<file path="config.mk">
export PLATFORM = sky130hd
export DESIGN_NAME = i2c_byte_master_flat
export DESIGN_NICKNAME = d
export VERILOG_FILES = /design/src/rtl/i2c_byte_master_if.sv /design/src/rtl/i2c_byte_master.sv /design/src/flat_wrapper.sv
export SDC_FILE = /design/constraint.sdc
export NUM_CORES = 1
export LEC_CHECK = 0
export ABC_AREA = 0
export BUFFER_PORTS_ARGS = -buffer_cell sky130_fd_sc_hd__clkbuf_2
export CAP_MARGIN = 20
export CORE_MARGIN = 3
export CORE_UTILIZATION = 25
export CTS_CLUSTER_DIAMETER = 120
export DETAILED_ROUTE_END_ITERATION = 8
export PLACE_DENSITY_LB_ADDON = 0.08
export SLEW_MARGIN = 0
export SYNTH_ARGS = -nofsm -noshare
export SYNTH_HDL_FRONTEND = slang
export SYNTH_SLANG_ARGS = --single-unit
</file>
<file path="constraint.sdc">
create_clock -name Clk -period 2.2 [get_ports Clk]
set_input_delay 0.11 -clock Clk [delete_from_list [all_inputs] [get_ports Clk]]
set_output_delay 0.11 -clock Clk [all_outputs]
set_load 0.05 [all_outputs]
</file>
<file path="src/rtl/i2c_byte_master_if.sv">
// Register-bus and I2C pad bundle for i2c_byte_master.
// slave = the byte engine itself; master = the CPU/bus and pad side.
interface i2c_byte_master_if;
   logic [1:0]  Addr;
   logic [15:0] DataRd;
   logic [15:0] DataWr;
   logic        En;
   logic        Rd;
   logic        Wr;
   logic        ICDataIn;
   logic        ICDataOut;
   logic        ICClk;

   modport slave (
      input  Addr, DataWr, En, Rd, Wr, ICDataIn,
      output DataRd, ICDataOut, ICClk
   );

   modport master (
      output Addr, DataWr, En, Rd, Wr, ICDataIn,
      input  DataRd, ICDataOut, ICClk
   );
endinterface

</file>
<file path="src/rtl/i2c_byte_master.sv">
// I2C byte engine: START / 8 data bits + ACK / STOP from one command write, quarter-bit timed.
// Optional macro I2C_BITBANG_EN enables legacy direct pad control through Addr3 writes.
module i2c_byte_master #(
   parameter int unsigned DIV_WIDTH   = 16,
   parameter int unsigned DEFAULT_DIV = 250
) (
   input logic               Clk,
   input logic               Reset,
   i2c_byte_master_if.slave  bus
);

   typedef enum logic [1:0] {StIdle, StStart, StBit, StStop} state_e;

   state_e               r_state, w_state_d;
   logic [1:0]           r_qtr, w_qtr_d;
   logic [3:0]           r_bit, w_bit_d;
   logic [DIV_WIDTH-1:0] r_cnt, w_cnt_d, r_div;
   logic [7:0]           r_tx, r_rx;
   logic                 r_rxack, r_ovr, r_sda, r_scl;
   logic                 r_do_byte, r_do_wr, r_do_stop, r_txack;
   logic                 w_sda_d, w_scl_d, w_wrmode, w_txack;
   logic                 w_busy, w_wr, w_cmd_ok, w_reject, w_qend, w_sample;
   logic [15:0]          w_rdata;

   assign w_busy   = (r_state != StIdle);
   assign w_wr     = bus.En & bus.Wr;
   assign w_cmd_ok = w_wr & (bus.Addr == 2'd0) & (|bus.DataWr[3:0]) & ~w_busy;
   assign w_qend   = (r_cnt == r_div);
   assign w_sample = (r_state == StBit) & (r_qtr == 2'd2) & w_qend;
`ifdef I2C_BITBANG_EN
   assign w_reject = w_wr & w_busy;
`else
   assign w_reject = w_wr & w_busy & (bus.Addr != 2'd3);
`endif

   // Byte mode for the phase being entered: a fresh command is not latched yet.
   assign w_wrmode = w_cmd_ok ? bus.DataWr[2] : r_do_wr;
   assign w_txack  = w_cmd_ok ? bus.DataWr[4] : r_txack;

   always_comb begin
      w_state_d = r_state;
      w_qtr_d   = r_qtr;
      w_bit_d   = r_bit;
      w_cnt_d   = r_cnt;
      if (w_cmd_ok) begin
         w_qtr_d = 2'd0;
         w_bit_d = 4'd0;
         w_cnt_d = '0;
         if (bus.DataWr[0])                       w_state_d = StStart;
         else if (bus.DataWr[2] | bus.DataWr[3])  w_state_d = StBit;
         else                                     w_state_d = StStop;
      end else if (w_busy) begin
         if (!w_qend) begin
            w_cnt_d = r_cnt + 1'b1;
         end else begin
            w_cnt_d = '0;
            w_qtr_d = r_qtr + 2'd1;
            if (r_qtr == 2'd3) begin
               case (r_state)
                  StStart: w_state_d = r_do_byte ? StBit : (r_do_stop ? StStop : StIdle);
                  StBit: begin
                     if (r_bit == 4'd8) w_state_d = r_do_stop ? StStop : StIdle;
                     else               w_bit_d = r_bit + 4'd1;
                  end
                  default: w_state_d = StIdle;
               endcase
            end
         end
      end
   end

   // Pad levels for the quarter being entered; idle holds whatever was last driven.
   always_comb begin
      w_sda_d = r_sda;
      w_scl_d = r_scl;
      case (w_state_d)
         StStart: begin
            w_sda_d = ~w_qtr_d[1];
            w_scl_d = (w_qtr_d != 2'd3);
         end
         StBit: begin
            w_scl_d = (w_qtr_d == 2'd1) | (w_qtr_d == 2'd2);
            if (w_bit_d == 4'd8) w_sda_d = w_wrmode ? 1'b1 : w_txack;
            else                 w_sda_d = w_wrmode ? r_tx[~w_bit_d[2:0]] : 1'b1;
         end
         StStop: begin
            w_sda_d = w_qtr_d[1];
            w_scl_d = (w_qtr_d != 2'd0);
         end
         default: begin
`ifdef I2C_BITBANG_EN
            if (w_wr & ~w_busy & (bus.Addr == 2'd3)) begin
               w_sda_d = bus.DataWr[0];
               w_scl_d = bus.DataWr[1];
            end
`endif
         end
      endcase
   end

   always_ff @(posedge Clk or posedge Reset) begin
      if (Reset) begin
         r_state   <= StIdle;
         r_qtr     <= 2'd0;
         r_bit     <= 4'd0;
         r_cnt     <= '0;
         r_div     <= DIV_WIDTH'(DEFAULT_DIV);
         r_tx      <= 8'h00;
         r_rx      <= 8'h00;
         r_rxack   <= 1'b0;
         r_ovr     <= 1'b0;
         r_sda     <= 1'b1;
         r_scl     <= 1'b1;
         r_do_byte <= 1'b0;
         r_do_wr   <= 1'b0;
         r_do_stop <= 1'b0;
         r_txack   <= 1'b0;
      end else begin
         r_state <= w_state_d;
         r_qtr   <= w_qtr_d;
         r_bit   <= w_bit_d;
         r_cnt   <= w_cnt_d;
         r_sda   <= w_sda_d;
         r_scl   <= w_scl_d;
         if (w_cmd_ok) begin
            r_do_byte <= bus.DataWr[2] | bus.DataWr[3];
            r_do_wr   <= bus.DataWr[2];
            r_do_stop <= bus.DataWr[1];
            r_txack   <= bus.DataWr[4];
            r_ovr     <= 1'b0;
         end else if (w_reject) begin
            r_ovr <= 1'b1;
         end
         if (w_wr & ~w_busy & (bus.Addr == 2'd1)) r_tx  <= bus.DataWr[7:0];
         if (w_wr & ~w_busy & (bus.Addr == 2'd2)) r_div <= bus.DataWr[DIV_WIDTH-1:0];
         if (w_sample) begin
            if (r_do_wr) begin
               if (r_bit == 4'd8) r_rxack <= bus.ICDataIn;
            end else if (r_bit != 4'd8) begin
               r_rx <= {r_rx[6:0], bus.ICDataIn};
            end
         end
      end
   end

   always_comb begin
      w_rdata = 16'h0000;
      case (bus.Addr)
         2'd0:    w_rdata = {12'h000, r_ovr, 1'b0, r_rxack, w_busy};
         2'd1:    w_rdata = {8'h00, r_rx};
         2'd2:    w_rdata = 16'(r_div);
         default: w_rdata = {13'h0000, bus.ICDataIn, r_scl, r_sda};
      endcase
   end

   assign bus.DataRd    = w_rdata;
   assign bus.ICDataOut = r_sda;
   assign bus.ICClk     = r_scl;

endmodule

</file>
<file path="src/flat_wrapper.sv">
// flat-port wrapper written by rule: the top's interface ports become plain ports
module i2c_byte_master_flat 
#(
   parameter int unsigned DIV_WIDTH   = 16,
   parameter int unsigned DEFAULT_DIV = 250
)
  (Clk, Reset, bus_Addr, bus_DataWr, bus_En, bus_Rd, bus_Wr, bus_ICDataIn, bus_DataRd, bus_ICDataOut, bus_ICClk);
  i2c_byte_master_if bus_i ();
  input logic Clk;
  input logic Reset;
  input wire logic [$bits(bus_i.Addr)-1:0] bus_Addr;
  input wire logic [$bits(bus_i.DataWr)-1:0] bus_DataWr;
  input wire logic [$bits(bus_i.En)-1:0] bus_En;
  input wire logic [$bits(bus_i.Rd)-1:0] bus_Rd;
  input wire logic [$bits(bus_i.Wr)-1:0] bus_Wr;
  input wire logic [$bits(bus_i.ICDataIn)-1:0] bus_ICDataIn;
  output wire logic [$bits(bus_i.DataRd)-1:0] bus_DataRd;
  output wire logic [$bits(bus_i.ICDataOut)-1:0] bus_ICDataOut;
  output wire logic [$bits(bus_i.ICClk)-1:0] bus_ICClk;
  assign bus_i.Addr = bus_Addr;
  assign bus_i.DataWr = bus_DataWr;
  assign bus_i.En = bus_En;
  assign bus_i.Rd = bus_Rd;
  assign bus_i.Wr = bus_Wr;
  assign bus_i.ICDataIn = bus_ICDataIn;
  assign bus_DataRd = bus_i.DataRd;
  assign bus_ICDataOut = bus_i.ICDataOut;
  assign bus_ICClk = bus_i.ICClk;
  i2c_byte_master #(.DIV_WIDTH(DIV_WIDTH), .DEFAULT_DIV(DEFAULT_DIV)) u_core (.Clk(Clk), .Reset(Reset), .bus(bus_i));
endmodule
</file>
==> results.yml, run 1 <==
logic_synthesis:
  ys_types: 59
  synthMuxAreaShare_pct: 13.17
  synth-compound-area-share_pct: 13.48
  avgSynthCellArea_um2: 10.48
  synth_area_leader_cell: "dfrtp_1"
  async_flop_share_pct: 100.0
  synth_ff_type: "dfrtp_1"
  synth_top_family_by_area: "simple AND/OR/NAND/NOR gates"
  synthTopCellsByCount: "dfrtp_1, nand2_1, mux2_2"
  synth-edff-count: 0
  ys.warnings.count: 0
  synthAdderAreaFrac_pct: 3.412
  netlist_top_cells_area: "dfrtp_1, mux2_2, dfstp_2"
  synth_area_um2: 3667
  synth.top_cell.area_share_pct: 38.21
  yosysMostFrequentCell: "dfrtp_1"
  synthSimpleGateAreaFrac_pct: 17.74
  synth_cells: 350
  ys_ff_latch: 64
  synthXorXnorAreaFrac_pct: 5.015
  synthesis.nets: 384
  seq_area_frac_synth_pct: 43.94
power:
  peakVddDrop_uv: 406.3
  p_leak_nw: 2.469
  power.density_nw_per_um2: 1071
cells_and_area:
  regArea_um2: 1613
  stdcell_area_um2: 5363
  syn_to_final_growth_pct: 46.23
  final_util_pct: 38.04
  multi_input_area_um2: 2198
  final_cells: 669
  nets: 518
  drive_gt1_share_pct: 50.92
  antenna_cells: 0
  fillerInstances: 1438
global_route:
  overflow: 0
  antenna_found_initial: 0
  first_global_vias: 3196
  grt.total_usage_pct: 14.41
  grt_max_degree: 65
  grt_pass1_wl_mm: 18.00
die:
  num_rows: 43
  initial_utilization_pct: 26.02
  die_w_um: 127.1
  dieArea_um2: 16160
  ioPinCount: 42
  die_h_um: 127.1
  coreArea_um2: 14100
sta:
  fin_crit_ns: 2.352
  slew_headroom_pct: 73.84
  rsz0062_at_grt: "yes"
  worstMarginPinSlew_ns: 0.3906
  drv_slew: 0
  hold_viol_final: 0
  fin_worst_skew_ns: 0.003826
  fmax_mhz: 425.1
  timing.final.crit_share_pct: 106.9
  setup_viol: 11
  layout_setup_ws_ns: -0.1521
worst_hold_path:
  holdCritPathClass: "input port to flop"
detailed_routing:
  firstDrtPassIters: 6
  drcViolationCount: 0
  avgViaCountPerCell: 4.658
  wirelength_mm: 11.21
  avgRoutedWirePerCell_um: 16.75
  ant_nets: 0
  vias: 3116
  drt_iter0_markers: 135
critical_path:
  crit_fanout: 6
  start_kind: "flop"
  crit_arrival_ns: 2.61
  worstPathRequired_ns: 2.45
  worstPathCellList: "xor2_1 > nor4_2 > buf_4 > nand4_1 > buf_4 > o21ai_2 > a21oi_4 > buf_4 > o41ai_4 > o31ai_2"
  cp_slowest_cell: "dfrtp_1"
  path_class: "flop to flop"
  end_kind: "flop"
  slowest_delay_ns: 0.39
  crit_top_cell: "buf_4"
placement:
  port-buffer-count: 40
  dp.cells: 638
  gp_congestion: 0.8065
  postPlaceCellArea_um2: 4679
  dp_hpwl_mm: 8.131
status:
  violations: "negative setup slack"
  outcome: "finished, violations left"
cts:
  htree_levels: 3
  cts_buffer_depth: 2
  cts_buffers: 9
  cts_tree: "built"
  clock-root-buffer: "clkbuf_16"
  clkTransAtPathRegs_ns: 0.06
  clk_latency_ns: 0.33
  cts.sinks: 64
run:
  cap_viol_max_count: 0
==> state kept, by name, indices dropped and copies added, names as in the netlist, 2 cells and up <==
name,count
u_core.r_bit,4
u_core.r_cnt,16
u_core.r_div,16
u_core.r_qtr,2
u_core.r_rx,8
u_core.r_state,2
u_core.r_tx,8
==> logic make-up (layout without fill, tap and decap cells) <==
logic type | after synthesis | count (layout)
AND/OR/NAND/NOR | 112 | 112
XOR/XNOR | 21 | 21
AO/OA/AOI/OAI | 73 | 73
buffers and inverters | 29 | 168
multiplexers | 41 | 41
adder cells (fa/ha/maj) | 10 | 10
flip-flops | 64 | 64
==> worst max-delay path, delay by kind of cell (launching register included) <==
family | cells | cell delay, ns
buf+inv | 3 | 0.54
flops | 1 | 0.39
xor+xnor | 1 | 0.17
simple gates | 2 | 0.46
compound gates | 4 | 0.71
==> stage by stage <==
stage          power (W)  worst slack (ns)  hold WS, ns  setup TNS, ns
2_1_floorplan   0.003035          -0.03969       0.2154       -0.03969
3_3_place_gp    0.003999           -0.2601       0.2082         -1.528
3_5_place_dp    0.003984           -0.3380       0.2061         -1.998
4_1_cts         0.005650           -0.2269     0.002427         -1.682
5_1_grt         0.006126           -0.3060     0.008025         -2.139
6_report        0.005745           -0.1521      0.01492        -0.7042
==> where the power goes <==
| part | switching [W] | internal (W) | leakage [nW] |
|---|---|---|---|
| registers | 0.000265 | 0.00154 | 0.801 |
| clock network | 0.000516 | 0.000936 | 0.150 |
| logic | 0.00129 | 0.00119 | 1.52 |
| total | 0.00207 | 0.00367 | 2.47 |
==> placed cells by master (no fill, tap or decap), types with 5 or more instances in the layout <==
cell,n
buf_4,84
dfrtp_1,55
clkbuf_2,39
nand2_1,37
mux2_2,33
o21ai_0,21
xor2_1,15
inv_1,12
o21ai_1,10
a21oi_1,9
and2_1,9
clkbuf_16,9
nand3_1,8
ha_1,8
buf_6,8
dfstp_2,8
a22o_1,6
and3_1,5
nor2_1,5
==> final cells by class <==
cell class	count	share of cell area [%]
Sequential cell	64	30.07
Multi-Input combinational cell	257	40.99
Inverter	16	1.120
Timing Repair Buffer	136	18.01
Tap cell	180	4.200
Clock buffer	13	4.853
Clock inverter	3	0.7466
==> path summary, 6_finish.rpt <==
path / startpoint / endpoint / slack, ns / cells after the start
max reg2reg: u_core.r_cnt[12] / u_core.bus.ICDataOut / -0.15 / 10
min reg2reg: u_core.r_do_byte / u_core.r_do_byte / 0.50 / 2
max in group asynchronous: Reset / u_core.r_div[1] / 1.47 / 4
max: u_core.r_cnt[12] / u_core.bus.ICDataOut / -0.15 / 10
min: bus_DataWr[13] / u_core.r_div[13] / 0.01 / 2
min in group asynchronous: Reset / u_core.r_div[10] / 0.37 / 4
==> timing repair <==
| action | CTS | global route |
|---|---|---|
| pin swaps | 16 | 14 |
| cloned | 1 | 1 |
| hold buffers | 2 | 0 |
| setup buffers | 8 | 4 |
| endpoints found under the setup margin | 11 | 28 |
| endpoints found under the hold margin | 57 | 0 |
| gates resized for setup | 34 | 35 |
==> metal layers <==
metal	global-route usage [%]	share of wire, %
met3	1.965	2.5
met1	22.13	52
met2	20.42	44
met4	5.363	1.6
met5	0	0
No activity file was read; power rests on OpenSTA's default activity.
==> inputs of run 2 (changes only) <==
CELL_PAD_IN_SITES_DETAIL_PLACEMENT = 1   (was unset)
CELL_PAD_IN_SITES_GLOBAL_PLACEMENT = 1   (was unset)
==> results.yml, run 2 (synthesis gave the netlist of run 1 again) <==
worst_hold_path:
  min_path_cells: 2
  holdCritPathClass: "input port to flop"
global_route:
  grt_pass1_wl_mm: 18.35
  overflow: 0
  antenna_found_initial: 0
  grt.total_usage_pct: 14.88
  grt_max_degree: 65
  first_global_vias: 3350
critical_path:
  start_kind: "flop"
  path_class: "flop to flop"
  reg2reg_depth: 12
  crit_arrival_ns: 2.67
  end_kind: "flop"
  worstPathRequired_ns: 2.46
  crit_fanout: 10
sta:
  rsz0062_at_grt: "yes"
  fin_worst_skew_ns: 0.007976
  layout_setup_ws_ns: -0.2101
  worstMarginPinSlew_ns: 0.3904
  fin_crit_ns: 2.410
  hold_viol_final: 0
  slew_headroom_pct: 73.92
  timing.final.crit_share_pct: 109.5
  drv_slew: 0
  setup_viol: 2
  fmax_mhz: 414.9
  fin_hold_ws_ns: 0.01189
status:
  outcome: "finished, violations left"
  violations: "negative setup slack"
cells_and_area:
  final_common_cell: "buf_4"
  reg_top3: "u_core.r_cnt x16, u_core.r_div x16"
  syn_to_final_growth_pct: 42.24
  final_cell_mix: "buf_4, dfrtp_1, clkbuf_2, nand2_1, mux2_2"
  antenna_cells: 0
  drive_gt1_share_pct: 46.27
  final_cells: 662
  stdcell_area_um2: 5216
  nets: 511
cts:
  cts.sinks: 64
  cts_tree: "built"
  clock-root-buffer: "clkbuf_16"
  cts_buffers: 9
  cts_buffer_depth: 2
  clkTransAtPathRegs_ns: 0.06
  htree_levels: 3
  clk_latency_ns: 0.34
placement:
  postPlaceCellArea_um2: 4669
  gp_congestion: 0.8236
  dp.cells: 633
  port-buffer-count: 40
  dp_hpwl_mm: 8.547
die:
  dieArea_um2: 16160
  die_w_um: 127.1
  num_rows: 43
  initial_utilization_pct: 26.02
  coreArea_um2: 14100
  ioPinCount: 42
  die_h_um: 127.1
detailed_routing:
  firstDrtPassIters: 4
  avgRoutedWirePerCell_um: 17.19
  ant_nets: 0
  avgViaCountPerCell: 4.704
  drcViolationCount: 0
  vias: 3114
  wirelength_mm: 11.38
  drt_iter0_markers: 98
power:
  p_leak_nw: 2.412
  pwr-share-comb_pct: 41.8
  internal-power_w: 0.003605
  finalPower_w: 0.005639
  power_frac_seq_pct: 31.7
  switchingPower_w: 0.002034
  switching_share_pct: 36.07
  peakVddDrop_uv: 392.1
  power.density_nw_per_um2: 1081
  power_frac_clock_pct: 26.4
run:
  cap_viol_max_count: 0
==> run 2: worst max-delay path, cell delays in order (launching register included) <==
cell and delay, ns:
dfstp_2 0.59, xor2_4 0.19, nor4_2 0.05, buf_4 0.15, and4_1 0.19, buf_12 0.15, a211oi_4 0.24, buf_4 0.15
buf_4 0.09, o21ai_0 0.08, o211ai_1 0.10, a21oi_1 0.11, o31ai_2 0.24
==> run 2: worst paths after layout <==
kind,startpoint,end,slack [ns]
max in group asynchronous,Reset,u_core.bus.ICClk,1.49
min in group asynchronous,Reset,u_core.r_tx[4],0.36
worst max-delay path,u_core.r_div[7],u_core.bus.ICDataOut,-0.21
worst max register to register,u_core.r_div[7],u_core.bus.ICDataOut,-0.21
worst min-delay path,bus_DataWr[10],u_core.r_div[10],0.01
worst min register to register,u_core.r_txack,u_core.r_txack,0.48
==> run 2: area by class of cell <==
type | count | area, um2
clock buffers | 11 | 252.7
clock inverters | 5 | 55.05
fillers | 1616 | 8880
inverters | 16 | 60.06
multi-input cells | 257 | 2082
flip-flops and latches | 64 | 1612
well taps | 180 | 225.2
repair buffers | 129 | 929.6
==> run 2: power groups by stage <==
stage	logic (W)	registers, W	clock network, W
2_1_floorplan	0.00122	0.00182	0
3_3_place_gp	0.00217	0.00180	0
3_5_place_dp	0.00220	0.00180	0
4_1_cts	0.00231	0.00180	0.00153
5_1_grt	0.00260	0.00183	0.00159
6_report	0.00236	0.00179	0.00149
==> run 2: what timing repair did <==
item	CTS	global route
setup buffers	4	4
hold buffers	3	1
gates cloned	0	1
resized for setup	20	27
pin swaps	7	7
endpoints found under the setup margin	19	22
endpoints found under the hold margin	58	1
==> run 2: routing by layer <==
layer	global-route usage (%)	up-vias	part of all wire (%)
li1	-	1509	-
met1	21.00	1556	50
met2	22.73	37	45
met3	2.676	12	2.7
met4	5.678	0	1.7
met5	0	-	0
==> run 2: metrics by stage <==
step	utilization [%]	setup slack (ns)	setup TNS (ns)
2_1_floorplan	-	-0.03969	-0.03969
3_3_place_gp	33.13	-0.3567	-2.641
3_5_place_dp	33.13	-0.3938	-2.611
4_1_cts	36.45	-0.2161	-0.4959
5_1_grt	37.01	-0.3938	-2.277
6_report	37.01	-0.2101	-0.3851
==> inputs of run 3 (changes only) <==
ABC_AREA = 1   (was 0)
CTS_CLUSTER_SIZE = 30   (was unset)
==> results.yml, run 3 <==
status:
  outcome: "finished, violations left"
  violations: "negative setup slack"
logic_synthesis:
  ys.warnings.count: 0
  synth_ff_type: "dfrtp_1"
  synthSimpleGateAreaFrac_pct: 27.30
  synth_top_family_by_area: "simple AND/OR/NAND/NOR gates"
  synth_area_um2: 3717
  ys_types: 39
  synth_cells: 500
  synth-edff-count: 0
  synthMuxAreaShare_pct: 0.8751
  async_flop_share_pct: 100.0
  yosysMostFrequentCell: "nand2_1"
  synthesis.nets: 534
  synthAdderAreaFrac_pct: 3.366
  seq_area_frac_synth_pct: 43.35
  avgSynthCellArea_um2: 7.435
  synthXorXnorAreaFrac_pct: 1.885
  synthTopCellsByCount: "nand2_1, inv_1, dfrtp_1"
  synth_area_leader_cell: "dfrtp_1"
  ys_ff_latch: 64
  netlist_top_cells_area: "dfrtp_1, nand2_1, inv_1"
  synth.top_cell.area_share_pct: 37.70
  synth-compound-area-share_pct: 13.40
detailed_routing:
  ant_nets: 0
  firstDrtPassIters: 4
  avgRoutedWirePerCell_um: 15.06
  drt_iter0_markers: 122
  wirelength_mm: 12.26
  avgViaCountPerCell: 4.491
  drcViolationCount: 0
  vias: 3656
power:
  peakVddDrop_uv: 326.8
  power.density_nw_per_um2: 879.3
  p_leak_nw: 2.660
critical_path:
  crit_top_cell: "nand2_2"
  end_kind: "flop"
  worst-path-buf-inv: 1
  worstPathRequired_ns: 2.47
  path_class: "flop to flop"
  slowest_delay_ns: 0.53
  crit_fanout: 5
  crit_family: "simple AND/OR/NAND/NOR gates"
  worstPathCellList: "inv_2 > nand2_1 > nand2_1 > a21oi_2 > nand2_2 > nor2_4 > nand2_4 > nor2_8 > nand2_4 > nand2_2 > nand2_2 > nor2_4 > nand2_2 > nor2_4 > nor2_1 > nand3_1 > nand2_1 > a21oi_2"
  crit_arrival_ns: 2.51
  start_kind: "flop"
  cp_slowest_cell: "dfstp_2"
cts:
  cts_buffer_depth: 2
  clk_latency_ns: 0.34
  htree_levels: 3
  cts_tree: "built"
  clkTransAtPathRegs_ns: 0.06
  cts.sinks: 64
  cts_buffers: 9
  clock-root-buffer: "clkbuf_16"
global_route:
  first_global_vias: 4053
  antenna_found_initial: 1
  grt_pass1_wl_mm: 20.31
  use_met3_pct: 2.375
  grt_use_met1_pct: 20.25
  overflow: 0
  grt.total_usage_pct: 15.96
  busiest_layer: "met2"
  gr-usage-met2_pct: 27.08
  grt_max_degree: 33
placement:
  post-place-ws_ns: -0.2012
  gp_congestion: 0.8541
  port-buffer-count: 40
  dp_hpwl_mm: 9.359
cells_and_area:
  reg_top3: "u_core.r_cnt x16, u_core.r_div x16"
  syn_to_final_growth_pct: 44.16
  nets: 663
  final_util_pct: 37.73
  antenna_cells: 0
  final_common_cell: "nand2_1"
  final_cell_mix: "nand2_1, buf_4, inv_1, dfrtp_1, o21ai_0"
  drive_gt1_share_pct: 35.80
sta:
  slew_headroom_pct: 68.11
  fmax_mhz: 446.6
  fin_worst_skew_ns: 0.004765
  rsz0062_at_grt: "yes"
  setup_viol: 2
  layout_setup_ws_ns: -0.03924
  drv_slew: 0
  timing.final.crit_share_pct: 101.8
  worstMarginPinSlew_ns: 0.4754
  finalSetupTns_ns: -0.05593
  hold_viol_final: 0
  fin_crit_ns: 2.239
die:
  initial_utilization_pct: 26.17
  dieArea_um2: 16370
  ioPinCount: 42
  num_rows: 43
  die_h_um: 127.9
  coreArea_um2: 14200
  die_w_um: 127.9
run:
  cap_viol_max_count: 0
worst_hold_path:
  holdCritPathClass: "input port to flop"
[run 3: final timing paths]
path,cells after the start,slack [ns],startpoint,endpoint
hold / removal,3,0.02,bus_DataWr[10],u_core.r_div[10]
setup reg to reg,18,-0.04,u_core.r_div[6],u_core.bus.ICDataOut
min in group asynchronous,3,0.30,Reset,u_core.r_tx[6]
hold reg to reg,2,0.48,u_core.r_rx[6],u_core.r_rx[6]
setup / recovery,18,-0.04,u_core.r_div[6],u_core.bus.ICDataOut
max in group asynchronous,4,1.22,Reset,u_core.r_div[7]
[run 3: power breakdown]
group	internal (W)	leakage, nW	total, W	switching (W)
Sequential	0.00139	0.781	0.00157	0.000181
Clock	0.000966	0.156	0.00150	0.000537
Combinational	0.000702	1.72	0.00163	0.000933
Total	0.00306	2.66	0.00471	0.00165
[run 3: kinds of logic after synthesis]
group | after synthesis
XOR/XNOR | 8
flip-flops | 64
buffers and inverters | 96
AO/OA/AOI/OAI | 87
multiplexers | 3
AND/OR/NAND/NOR | 232
adder cells (fa/ha/maj) | 10
[run 3: stage by stage]
step	instance area (um2)	total power, W	instances	hold slack (ns)
after floorplan	3717	0.002382	500	0.2276
after global routing	5359	0.005052	814	0.03246
after global placement	4626	0.002966	778	0.1169
after detailed placement	4626	0.002998	778	0.1268
final	5359	0.004712	814	0.02072
after CTS	5107	0.004607	806	0.01069
[run 3: area by class of cell]
cell class                 instances  area (um2)
clock inverter                     3       40.04
tap                              180       225.2
timing repair buffer             128       924.6
clock buffer                      13       270.3
inverter                          86       332.8
fill                            1719        8845
multi-input combinational        340        1953
sequential                        64        1613
[run 3: tightest hold or removal path: stages]
cell and delay, ns:
clkbuf_2 0.08, nor2_1 0.09, a21oi_1 0.04
[run 3: what timing repair did]
action / 4_1_cts / 5_1_grt
hold buffers: 2 / 0
pin swaps: 14 / 30
gates resized for setup: 23 / 44
hold endpoints to repair: 15 / 0
buffers inserted: 11 / 9
endpoints found under the setup margin: 9 / 18
[run 3: routing by layer]
metal,routed length (um),vias to the layer above
li1,-,1861
met1,5728,1747
met2,6063,37
met3,238,11
met4,227,0
met5,0,-
